File: config.mk
export PLATFORM = sky130hd
export DESIGN_NAME = motor_cmd_sequencer
export DESIGN_NICKNAME = d
export VERILOG_FILES = /design/src/rtl/motor_cmd_sequencer.sv
export SDC_FILE = /design/constraint.sdc
export NUM_CORES = 1
export LEC_CHECK = 0
export ABC_CLOCK_PERIOD_IN_PS = 4300
export CAP_MARGIN = 0
export CORE_AREA = 2 2 101 103
export CTS_BUF_LIST = sky130_fd_sc_hd__clkbuf_16
export DETAILED_ROUTE_END_ITERATION = 6
export DIE_AREA = 0 0 103 105
export HOLD_SLACK_MARGIN = 0.12
export PLACE_DENSITY = 0.68
export SLEW_MARGIN = 20
export SYNTH_ARGS = -nofsm -noshare
export SYNTH_HDL_FRONTEND = slang
export SYNTH_SLANG_ARGS = --single-unit
File: constraint.sdc
create_clock -name clk -period 4.3 [get_ports clk]
set_input_delay 0.86 -clock clk [delete_from_list [all_inputs] [get_ports clk]]
set_output_delay 0.86 -clock clk [all_outputs]
set_load 0.05 [all_outputs]
File: src/rtl/motor_cmd_sequencer.sv
// rtl/motor_cmd_sequencer.sv - command-driven H-bridge sequencer with dead time, PWM and watchdog
//
// Decodes command bytes into independent drive and steering bridge FSMs.
// Every polarity reversal passes through a dead state with all pins low.
// The drive enable is PWM-modulated.
// A watchdog forces the drive to stop when no command is accepted for too long.
//
// Optional build macro: MOTOR_BRAKE_EN
//   When defined, D_STOP shorts the drive bridge (a1=a2=m12_en=1).
//   When not defined, D_STOP coasts (all drive pins 0).
//
// Ports:
//   clk        in   system clock
//   reset      in   asynchronous active-high reset
//   cmd_data   in   command byte
//   cmd_valid  in   cmd_data valid
//   cmd_ready  out  command can be accepted (low while either bridge is in dead time)
//   duty       in   drive duty cycle, sampled at PWM counter wrap
//   a1, a2     out  drive bridge polarity (FWD=10, REV=01)
//   m12_en     out  drive bridge enable (PWM)
//   a3, a4     out  steering bridge polarity (LEFT=10, RIGHT=01)
//   m34_en     out  steering bridge enable
//   wd_timeout out  one-cycle pulse when the watchdog fires
module motor_cmd_sequencer #(
  parameter int DEADTIME_CYCLES = 1000,
  parameter int WATCHDOG_CYCLES = 5000000,
  parameter int PWM_BITS        = 8
) (
  input  logic                clk,
  input  logic                reset,
  input  logic [7:0]          cmd_data,
  input  logic                cmd_valid,
  output logic                cmd_ready,
  input  logic [PWM_BITS-1:0] duty,
  output logic                a1,
  output logic                a2,
  output logic                m12_en,
  output logic                a3,
  output logic                a4,
  output logic                m34_en,
  output logic                wd_timeout
);

  localparam int DW = $clog2(DEADTIME_CYCLES) + 1;
  localparam int WW = $clog2(WATCHDOG_CYCLES);
  localparam logic [DW-1:0]       DEAD_LAST = DW'(DEADTIME_CYCLES - 1);
  localparam logic [WW-1:0]       WD_LAST   = WW'(WATCHDOG_CYCLES - 1);
  localparam logic [PWM_BITS-1:0] DUTY_FULL = '1;

  typedef enum logic [1:0] {D_STOP, D_FWD, D_REV, D_DEAD} drive_t;
  typedef enum logic [1:0] {S_CENTER, S_LEFT, S_RIGHT, S_DEAD} steer_t;

  drive_t              d_state, d_next, d_tgt, d_tgt_next, drv_cmd;
  steer_t              s_state, s_next, s_tgt, s_tgt_next, str_cmd;
  logic [DW-1:0]       d_cnt, d_cnt_next, s_cnt, s_cnt_next;
  logic [WW-1:0]       wd_cnt, wd_cnt_next;
  logic [PWM_BITS-1:0] pwm_cnt, shadow, eff_duty;
  logic                wd_fire, accept, is_steer, pwm_on;
  logic [2:0]          d_pins;

  assign cmd_ready = (d_state != D_DEAD) && (s_state != S_DEAD);
  assign accept    = cmd_valid && cmd_ready;

  // Steering codes never touch the drive; every non-steering code is a drive command.
  always_comb begin
    drv_cmd  = D_STOP;
    str_cmd  = S_CENTER;
    is_steer = 1'b0;
    case (cmd_data)
      8'hF9:   drv_cmd = D_FWD;
      8'h79:   drv_cmd = D_REV;
      8'h59:   begin is_steer = 1'b1; str_cmd = S_LEFT;   end
      8'hE9:   begin is_steer = 1'b1; str_cmd = S_CENTER; end
      8'hB9:   begin is_steer = 1'b1; str_cmd = S_RIGHT;  end
      default: drv_cmd = D_STOP;
    endcase
  end

  // Watchdog saturates at WD_LAST so it fires once per silent period; any accept wins.
  always_comb begin
    wd_cnt_next = wd_cnt;
    wd_fire     = 1'b0;
    if (accept) begin
      wd_cnt_next = '0;
    end else if (wd_cnt != WD_LAST) begin
      wd_cnt_next = wd_cnt + 1'b1;
      wd_fire     = (wd_cnt_next == WD_LAST);
    end
  end

  always_comb begin
    d_next     = d_state;
    d_tgt_next = d_tgt;
    d_cnt_next = d_cnt;
    if (wd_fire) begin
      d_next     = D_STOP;
      d_cnt_next = '0;
    end else if (d_state == D_DEAD) begin
      if (d_cnt == DEAD_LAST) begin
        d_next     = d_tgt;
        d_cnt_next = '0;
      end else begin
        d_cnt_next = d_cnt + 1'b1;
      end
    end else if (accept && !is_steer && (drv_cmd != d_state)) begin
      if ((d_state != D_STOP) && (drv_cmd != D_STOP)) begin
        d_next     = D_DEAD;
        d_tgt_next = drv_cmd;
        d_cnt_next = '0;
      end else begin
        d_next = drv_cmd;
      end
    end
  end

  always_comb begin
    s_next     = s_state;
    s_tgt_next = s_tgt;
    s_cnt_next = s_cnt;
    if (s_state == S_DEAD) begin
      if (s_cnt == DEAD_LAST) begin
        s_next     = s_tgt;
        s_cnt_next = '0;
      end else begin
        s_cnt_next = s_cnt + 1'b1;
      end
    end else if (accept && is_steer && (str_cmd != s_state)) begin
      if ((s_state != S_CENTER) && (str_cmd != S_CENTER)) begin
        s_next     = S_DEAD;
        s_tgt_next = str_cmd;
        s_cnt_next = '0;
      end else begin
        s_next = str_cmd;
      end
    end
  end

  // At counter 0 the shadow is being reloaded, so compare against the incoming duty
  // to keep the whole period on one duty value.
  always_comb begin
    eff_duty = (pwm_cnt == '0) ? duty : shadow;
    pwm_on   = (eff_duty == DUTY_FULL) || (pwm_cnt < eff_duty);
  end

  always_comb begin
    d_pins = 3'b000;
    case (d_state)
      D_FWD:  d_pins = {2'b10, pwm_on};
      D_REV:  d_pins = {2'b01, pwm_on};
`ifdef MOTOR_BRAKE_EN
      D_STOP: d_pins = 3'b111;
`else
      D_STOP: d_pins = 3'b000;
`endif
      default: d_pins = 3'b000;
    endcase
  end

  always_ff @(posedge clk or posedge reset) begin
    if (reset) begin
      d_state    <= D_STOP;
      d_tgt      <= D_STOP;
      d_cnt      <= '0;
      s_state    <= S_CENTER;
      s_tgt      <= S_CENTER;
      s_cnt      <= '0;
      wd_cnt     <= '0;
      pwm_cnt    <= '0;
      shadow     <= '0;
      wd_timeout <= 1'b0;
      a1         <= 1'b0;
      a2         <= 1'b0;
      m12_en     <= 1'b0;
      a3         <= 1'b0;
      a4         <= 1'b0;
      m34_en     <= 1'b0;
    end else begin
      d_state    <= d_next;
      d_tgt      <= d_tgt_next;
      d_cnt      <= d_cnt_next;
      s_state    <= s_next;
      s_tgt      <= s_tgt_next;
      s_cnt      <= s_cnt_next;
      wd_cnt     <= wd_cnt_next;
      pwm_cnt    <= pwm_cnt + 1'b1;
      if (pwm_cnt == '0) shadow <= duty;
      wd_timeout <= wd_fire;
      // Pins follow the current state one edge later, which also gives exactly
      // DEADTIME_CYCLES cycles of 00 per dead period.
      {a1, a2, m12_en} <= d_pins;
      a3         <= (s_state == S_LEFT);
      a4         <= (s_state == S_RIGHT);
      m34_en     <= (s_state == S_LEFT) || (s_state == S_RIGHT);
    end
  end

endmodule

Word-level counts from Yosys, hierarchy flattened
Index checks and enable logic that the tools add are counted.
{"block": "word_totals", "wordCells": 101, "ff_bits": 76}
{"block": "op_classes", "n_lt_le_gt_ge": 1, "add_sub_neg": 4, "bitwise_logic": 3, "n_reduce_logical": 28, "eq_ne": 22, "n_mux": 27}
{"operator": "$mux 11", "n": 9}
{"operator": "$mux 23", "n": 2}
{"operator": "$eq 8x8->1 const B", "n": 4}
{"operator": "$add 23x1->23 const B", "n": 1}
{"operator": "$eq 23x23->1 const B", "n": 1}
{"operator": "$ne 23x23->1 const B", "n": 1}
{"operator": "$add 11x1->11 const B", "n": 2}
{"operator": "$eq 11x10->1 const B", "n": 2}
{"operator": "$mux 2", "n": 9}
{"operator": "$eq 8x7->1 const B", "n": 2}
{"operator": "$reduce_bool 2->1", "n": 7}
{"operator": "$add 8x1->8 const B", "n": 1}
{"operator": "$eq 2x2->1 const B", "n": 4}
{"operator": "$logic_and 1x1->1", "n": 8}
{"operator": "$logic_not 8->1", "n": 1}
{"operator": "$lt 8x8->1", "n": 1}
{"operator": "$mux 8", "n": 1}
{"operator": "$pmux 2 s2", "n": 2}
{"operator": "$reduce_and 2->1", "n": 4}
{"operator": "$pmux 3 s2", "n": 1}
{"operator": "$reduce_bool 3->1", "n": 2}
{"operator": "$eq 2x1->1 const B", "n": 2}
{"operator": "$ne 2x2->1", "n": 2}
{"operator": "$ne 2x2->1 const B", "n": 2}
{"operator": "other kinds (9)", "n": 14}

Logic depth before layout (Yosys ltp)
{"block": "logic_depth", "ltp_word": 9, "depth_mapped": 13, "depth_no_buf": 12}

Least setup slack after synthesis
OpenSTA, ideal clock, no wires.
{"block": "synth_path", "path_kind": "input to register", "startpoint": "input cmd_data[5]", "endpoint": "register s_cnt[3]", "setup_slack_ns": 1.671, "setup_ns": 0.132, "arrival_time_ns": 2.496, "stages": 8, "t_required_ns": 4.168, "path_cell_list": "clkbuf_1 or4b_1 a211oi_1 o311a_1 a21oi_1 buf_2 o21ai_0 o31ai_1"}
{"block": "synth_between", "elab_chain_cells": 7, "elab_cells_between_ends": 14, "classes_between": "eq/ne (4); mux (2); reduce/logical (8)"}
{"item": "from (decl)", "line": "31", "text": "input logic [7:0] cmd_data,"}
{"item": "$eq 8x8->1 or $eq 8x7->1 (tied branches)", "line": "69", "text": "case (cmd_data)"}
{"item": "$reduce_or 3->1 (no source line)"}
{"item": "$mux 1", "line": "69"}
{"item": "$logic_and 1x1->1 (2 in series)", "line": "127", "text": "end else if (accept && is_steer && (str_cmd != s_state)) begin"}
{"item": "$reduce_bool 2->1 (no source line)"}
{"item": "$reduce_and 2->1 (no source line) *"}
{"item": "to (signal assigned)", "line": "183", "text": "s_cnt <= s_cnt_next;"}
{"item": "to (decl)", "line": "55", "text": "logic [DW-1:0] d_cnt, d_cnt_next, s_cnt, s_cnt_next;"}
Every way passes the cells marked *; elsewhere a longest branch is shown, timed or not.
A chain may end at the register's enable or synchronous reset.

Worst setup path after layout
{"block": "layout_path", "startpoint": "input cmd_data[7]", "endpoint": "register s_cnt[10]"}
The elaborated chain is that of the path after synthesis.

==> metrics <==
outcome=completed; Reg clk slew, reported paths=60 ps; largest net degree at the start of global routing=49; DP HPWL=7.375 mm; FILL cells=865; Die W=roughly 100 um; die area=10,820 um^2; final worst-path cycle share=0.7648; final WL=10.48 mm; ant diodes=0; RSZ-0062 raised after global routing=false; M1 WL=a little under 5 mm; Worst setup SP type=input pin; Worst VDD drop=roughly 0.00022 V; worst setup margin=~1000 ps; number of endpoints failing setup at the final stage=0; CTS resizes=0; overflow left after global routing=0; Hold Fails Final Rpt=0; layout cells sized above 1=0.09228; Power, Total=between 1.5 and 2 mW; vias in the first global route=3,776; DR WL met2=4.983 mm; max-slew violations=0; CTS hold repair buffers=0; Ports=27; Worst Path Max Fanout=12; mapped cell area=4763 um^2; CP endpoint kind=flip-flop; worst skew pair latency=between 300 and 400 ps; pwr/cell area=367.4 nW/um^2; Synth Register Bits=76; hold_ws=491.2 ps; ys async rst share=1.000; drc violations=0; CTS tree=yes; deepest clock path buffer count=2; Vias per Instance=roughly 5.8; placed cell area=5092 um^2; Crit Path Category=input pin to flip-flop; Final #Nets=around 570; routability cong.=0.8671; Place WS=734.7 ps; clock sinks=76; Vias=3,883; drt initial violations=between 150 and 200; sequential fraction of the synthesis area=0.3993; max_slew headroom=0.4285; CTS Buf Count=9; WL/cell=15.78 um; synthesized instance count=512; Core ar.=9639 um^2; Final Util=0.5552; EDFF count, synth=0; Die Ht=105 um; Mean Syn Cell Area=9.303 um^2; Worst Path Arrival=roughly 3500 ps; post-synth cell types=73; first-pass GRT wire length=18.11 mm; fmax=~0.30 GHz; setup TNS=0 ps; Syn. warnings=0; max_cap viols=0; Root Driver=clkbuf_16; Layout area overhead=12.35%; setup repair bufs after CTS=0; DR top layer=met4; Hold Path Class=flip-flop to flip-flop; Synthesized Nets=553; antenna violations before repair=0; drt pass-1 iters=5; GRT Total Usage=0.2099; required time of the worst setup path=roughly 4500 ps; final clock skew=6.407 ps; dpl cells=649; Starting Density=0.4942; Final min period=about 3300 ps; post-route design area=5351 um^2; Port Buffers=26; FP Rows=36; ANT nets after route=0; Final Non-Filler Cells=664; P_leak=between 2 and 2.5 nW; H-tree Lvls=3; Synth Flop Type=dfrtp_1; Met3 Wirelength=455 um; worst-margin pin slew=856.3 ps
metal layers:
| layer | track usage | vias up |
|---|---|---|
| met3 | 0.04482 | 18 |
| met1 | 0.2935 | 1875 |
| li1 | - | 1884 |
| met4 | 0.07707 | 0 |
| met5 | 0 | - |
| met2 | 0.3191 | 106 |
final cells by class:
cell class / count / area (um^2) / share of cell area
inverters: 24 / 91.34 / 0.01707
multi-input cells: 384 / 2638 / 0.4929
clock buffers: 9 / 225.2 / 0.04209
clock inverters: 6 / 23.77 / 0.004442
repair buffers: 32 / 305.3 / 0.05705
flip-flops and latches: 76 / 1902 / 0.3554
well taps: 133 / 166.4 / 0.03110
sequential cells by signal (all words and copies together), names as in the netlist, 2 cells and up:
signal	flops
s_cnt	11
s_tgt	2
d_state	2
d_cnt	11
wd_cnt	23
pwm_cnt	8
s_state	2
d_tgt	2
shadow	8
cell usage after synthesis (all sizes together) (6+ instances only):
cell type / count / share of area
a211oi: 10 / 0.016
a21oi: 19 / 0.023
a31oi: 9 / 0.012
buf: 14 / 0.020
clkbuf: 14 / 0.011
dfrtp: 76 / 0.40
ha: 22 / 0.058
inv: 24 / 0.019
mux2: 7 / 0.017
nand2: 35 / 0.028
nand3: 25 / 0.027
nand3b: 6 / 0.0095
nand4: 22 / 0.035
nor2: 55 / 0.043
nor2b: 7 / 0.0092
nor3: 6 / 0.0063
nor4: 11 / 0.023
o21ai: 30 / 0.032
o31ai: 8 / 0.014
or3: 10 / 0.013
xnor2: 14 / 0.026
xor2: 14 / 0.026
report_power, final:
group          switching [mW]  internal, mW
registers              0.0700         0.771
clock network           0.287         0.376
logic                   0.286         0.176
placed cells by master (no fill, tap or decap), drive strengths merged, types with 10 or more instances in the layout:
master         count
a211oi            10
a21oi             19
clkdlybuf4s50     26
dfrtp             76
ha                22
inv               24
nand2             35
nand3             25
nand4             22
nor2              55
nor4              11
o21ai             30
or3               10
xnor2             14
xor2              14
worst max-delay path: stages:
cell             delay, ps
clkdlybuf4s50_1        620
nor3b_1                520
a31oi_1                160
o311a_1                370
a21oi_1                640
o21ai_0                230
o41ai_1                100
final timing paths:
kind,depth (start not counted),end,start,slack [ps]
worst min-delay path,1,s_cnt[9]$_DFFE_PP0P_,s_cnt[9]$_DFFE_PP0P_,490
worst min register to register,1,s_cnt[9]$_DFFE_PP0P_,s_cnt[9]$_DFFE_PP0P_,490
worst max-delay path,7,s_cnt[10]$_DFFE_PP0P_,cmd_data[7],1010
max in group asynchronous,3,shadow[5]$_DFF_PP0_,reset,2580
min in group asynchronous,2,s_cnt[1]$_DFFE_PP0P_,reset,990
worst max register to register,7,d_state[0]$_DFFE_PP0P_,wd_cnt[0]$_DFFE_PP0P_,1460
cell families (layout without fill, tap and decap cells):
| logic type | count (synthesis) | in the layout | synth area share |
|---|---|---|---|
| buffers and inverters | 52 | 71 | 0.04991 |
| multiplexers | 11 | 11 | 0.02496 |
| AND/OR/NAND/NOR | 214 | 214 | 0.2585 |
| flip-flops | 76 | 76 | 0.3993 |
| adder cells (fa/ha/maj) | 22 | 22 | 0.05779 |
| XOR/XNOR | 28 | 28 | 0.05149 |
| AO/OA/AOI/OAI | 109 | 109 | 0.1581 |
No activity file was read; power rests on OpenSTA's default activity.
